<file path="src/rtl/gcd_engine.sv">
// Single-shot GCD engine (repeated subtraction) with start / result valid-ready handshakes.
// Define GCD_CYCLE_COUNT_EN to add the saturating iter_count output.
module gcd_engine #(
  parameter int WIDTH     = 16,
  parameter int CNT_WIDTH = WIDTH
) (
  input  logic             clk,
  input  logic             rst,
  input  logic             start,
  input  logic [WIDTH-1:0] a_in,
  input  logic [WIDTH-1:0] b_in,
  output logic             in_ready,
  output logic             busy,
  output logic [WIDTH-1:0] result,
  output logic             out_valid,
  input  logic             out_ready
`ifdef GCD_CYCLE_COUNT_EN
  ,
  output logic [CNT_WIDTH-1:0] iter_count
`endif
);

  if (WIDTH < 2 || CNT_WIDTH < 1) begin : g_bad_param
    $error("gcd_engine: WIDTH must be >= 2 and CNT_WIDTH >= 1");
  end

  typedef enum logic [1:0] {
    IDLE,
    CALC,
    DONE
  } state_t;

  state_t           state;
  logic [WIDTH-1:0] opa;
  logic [WIDTH-1:0] opb;

`ifdef GCD_CYCLE_COUNT_EN
  function automatic logic [CNT_WIDTH-1:0] sat_inc(input logic [CNT_WIDTH-1:0] v);
    return (&v) ? v : v + 1'b1;
  endfunction
`endif

  always_ff @(posedge clk) begin
    if (rst) begin
      state      <= IDLE;
      in_ready   <= 1'b1;
      busy       <= 1'b0;
      out_valid  <= 1'b0;
      result     <= '0;
      opa        <= '0;
      opb        <= '0;
`ifdef GCD_CYCLE_COUNT_EN
      iter_count <= '0;
`endif
    end else begin
      case (state)
        IDLE: begin
          if (start) begin
            opa        <= a_in;
            opb        <= b_in;
            state      <= CALC;
            in_ready   <= 1'b0;
            busy       <= 1'b1;
`ifdef GCD_CYCLE_COUNT_EN
            iter_count <= '0;
`endif
          end
        end
        CALC: begin
          // A zero operand or equal operands end the run; otherwise shrink the larger one.
          if (opa == '0 || opb == '0 || opa == opb) begin
            result    <= (opa == '0) ? opb : opa;
            state     <= DONE;
            busy      <= 1'b0;
            out_valid <= 1'b1;
          end else if (opa > opb) begin
            opa        <= opa - opb;
`ifdef GCD_CYCLE_COUNT_EN
            iter_count <= sat_inc(iter_count);
`endif
          end else begin
            opb        <= opb - opa;
`ifdef GCD_CYCLE_COUNT_EN
            iter_count <= sat_inc(iter_count);
`endif
          end
        end
        DONE: begin
          if (out_ready) begin
            state     <= IDLE;
            out_valid <= 1'b0;
            in_ready  <= 1'b1;
          end
        end
        default: begin
          state     <= IDLE;
          in_ready  <= 1'b1;
          busy      <= 1'b0;
          out_valid <= 1'b0;
        end
      endcase
    end
  end

endmodule
</file>
<file path="config.mk">
export PLATFORM = sky130hd
export DESIGN_NAME = gcd_engine
export DESIGN_NICKNAME = d
export VERILOG_FILES = /design/src/rtl/gcd_engine.sv
export SDC_FILE = /design/constraint.sdc
export NUM_CORES = 1
export LEC_CHECK = 0
export CELL_PAD_IN_SITES_DETAIL_PLACEMENT = 1
export CELL_PAD_IN_SITES_GLOBAL_PLACEMENT = 2
export CORE_MARGIN = 2
export CORE_UTILIZATION = 36
export DETAILED_ROUTE_END_ITERATION = 7
export PLACE_DENSITY_LB_ADDON = 0.1
export SETUP_SLACK_MARGIN = 0.2
export SLEW_MARGIN = 40
export SYNTH_ARGS = -nofsm -noshare
export SYNTH_HDL_FRONTEND = slang
export SYNTH_SLANG_ARGS = --single-unit
</file>
<file path="constraint.sdc">
create_clock -name clk -period 4.2 [get_ports clk]
set_input_delay 0.84 -clock clk [delete_from_list [all_inputs] [get_ports clk]]
set_output_delay 0.84 -clock clk [all_outputs]
set_load 0.1 [all_outputs]
</file>
==> flow_metrics.tcl <==
set metrics [dict create \
    crit_path_end "opb[9]" \
    period_minus_slack_ns 3.251 \
    crit_slowest_cell "or4_1" \
    synthesis.nets 615 \
    antenna_cells 0 \
    drtIter0Drc 222 \
    synth_edf_count 0 \
    die_area_sq_mm 0.01292 \
    wl_um 16680 \
    grt_overflow 0 \
    remaining_drc_errors 0 \
    maxSlewHeadroom 0.4861 \
    yosys_warnings 0 \
    pin_count 55 \
    grt_start_max_net_pins 39 \
    fmax_mhz 307.6 \
    final_common_cell "a21oi_1" \
    chipWidth_um 113.7 \
    cpPeakStageDelay_ns 0.78 \
    cts_setup_buffers 0 \
    tightestPinTransition_ns 0.7709 \
    cts_tree "yes" \
    syn_area_per_cell_sq_um 7.929 \
    routedWlPerCell_um 23.13 \
    post_cts_resized 0 \
    synth.area.top_cells "dfxtp_1 25%, ha_1 9.0%, a21oi_1 6.8%" \
    start_util 0.3650 \
    ant_nets 0 \
    reg2reg_depth 8 \
    synth_top_flop_cell "dfxtp_1" \
    critPathMaxFanout 15 \
    grt_util_all_layers 0.2633 \
    rsz0062_at_grt "no" \
    setup_viol 0 \
    crit_cells 8 \
    syn-cell-area_sq_mm 0.004329 \
    outcome "finished, final reports clean" \
    syn_inst 546 \
    vias 4455 \
    fp.dieH_um 113.7 \
    r2r-start "opa[8]" \
    finalCritPeriodShare 0.7740 \
    core_sq_mm 0.01186 \
    cts_buffers 5 \
    worstSetupStartpoint "opa[8]" \
    gp_congestion 0.8769 \
    hold_class "flip-flop to flip-flop" \
    timing.rr.end "opb[9]" \
    row_count 40 \
    fin_tns_setup_ns 0 \
    grt_pass1_wl_um 26030 \
    cts_max_level 2 \
    ctsHoldBuffers 0 \
    path_delay_family "simple AND/OR/NAND/NOR gates" \
    cp_cell_sequence "inv_1 > ha_1 > nand4_2 > or4_1 > o211a_1 > a21bo_4 > nand2_2 > o311a_1" \
    cts_buffer_depth 2 \
    crit_type "flip-flop to flip-flop" \
    viasPerCell 6.179 \
    required_ns 4.40 \
    final_nets 642 \
    postSynth.asyncResetShare 0 \
    antenna_found_initial 0 \
    grt_pass1_vias 4578 \
    start_kind "flip-flop" \
    drv_slew 0 \
    netlist.area_leader.share 0.2451 \
    clkTransAtPathRegs_ns 0.08 \
    reg2reg_slack_ns 0.95 \
    syn_to_final_growth_pct 14.71 \
    drive_gt1_frac 0.1115 \
    layout_common_cells "59 x a21oi_1, 53 x dfxtp_1, 51 x nand2_1, 36 x inv_1, 35 x nor2_1" \
    yosysUniqueCellTypes 68 \
    cts_sinks 53 \
    end_kind "flip-flop" \
    yosysSeqAreaShare 0.2451 \
    fin_skew_ns 0.01243 \
    cp_num_buf_inv 1 \
    drtPass1Iterations 5 \
    cts_root_buffer "clkbuf_16" \
    ys_ff_latch 53 \
    dpl.hpwl_um 12510 \
    port_buffers 54 \
    yosysTopAreaCell "dfxtp_1" \
    hold_viol 0 \
    crit_arrival_ns 3.45 \
    clk_latency_ns 0.32 \
    drv_cap 0 \
]
==> metal layers <==
metal,track usage,wire [um],vias to the layer above
met2,0.4283,7697,118
li1,-,-,2073
met4,0.09593,557,0
met3,0.03294,721,29
met1,0.3590,7702,2235
met5,0,0,-
==> Yosys cell counts, types with 6 or more instances <==
cell type,count
nand4_1,10
nor4_1,8
mux2i_1,12
a31oi_1,8
o21ai_0,26
nor3_1,7
a21o_1,14
o211a_1,7
buf_2,15
or3_1,8
inv_1,36
nor2_1,35
o2111ai_1,6
ha_1,31
nand3_1,13
o21a_1,8
a311oi_2,7
a21oi_1,59
xnor2_1,7
a211oi_1,21
dfxtp_1,53
nand2_1,51
clkbuf_1,18
==> cells by family (layout without fill, tap and decap cells) <==
kind of cell	count (synthesis)	after routing	share of synthesized area
AO/OA/AOI/OAI	206	206	0.3578
AND/OR/NAND/NOR	157	157	0.1757
buffers and inverters	76	104	0.07659
flip-flops	53	53	0.2451
adder cells (fa/ha/maj)	33	33	0.09884
multiplexers	12	12	0.02775
XOR/XNOR	9	9	0.01821
==> registers in the layout, indices dropped and copies added, names as in the netlist <==
signal     flops
opa           16
opb           16
result        16
state          2
busy           1
in_ready       1
out_valid      1
==> worst min-delay path by stage <==
stage,startpoint,endpoint,slack (ns),cells after the start
after floorplan,opa[11],opa[11],0.48,2
after global placement,busy,busy,0.48,2
after global routing,busy,busy,0.53,2
final,result[11],result[11],0.50,2
after detailed placement,result[14],result[14],0.49,2
after CTS,result[14],result[14],0.51,2
==> layout make-up <==
cell class | instances | area [sq um]
flip-flops and latches | 53 | 1061
fillers | 1452 | 6895
clock buffers | 5 | 125.1
well taps | 147 | 183.9
repair buffers | 60 | 493.0
clock inverters | 3 | 26.28
inverters | 36 | 135.1
multi-input cells | 417 | 2942
==> per-stage QoR <==
stage	hold slack (ns)	area, sq um	setup WS [ns]	cells	util
2_1_floorplan	0.4795	4329	1.670	546	-
3_3_place_gp	0.4825	4895	1.021	712	0.4127
3_5_place_dp	0.4935	4800	0.9244	712	0.4046
4_1_cts	0.5052	4951	0.8940	720	0.4174
5_1_grt	0.5338	4966	0.8106	721	0.4187
6_report	0.4996	4966	0.9494	721	0.4187
==> worst register-to-register path: stages, from the launching register on <==
cell and delay, ns:
dfxtp_1 0.43, inv_1 0.07, ha_1 0.56, nand4_2 0.25, or4_1 0.78, o211a_1 0.21
a21bo_4 0.33, nand2_2 0.14, o311a_1 0.37
Power is left out: the tool's default activity adds up to more than one toggle a clock period on the data nets, which glitch-free logic cannot reach.
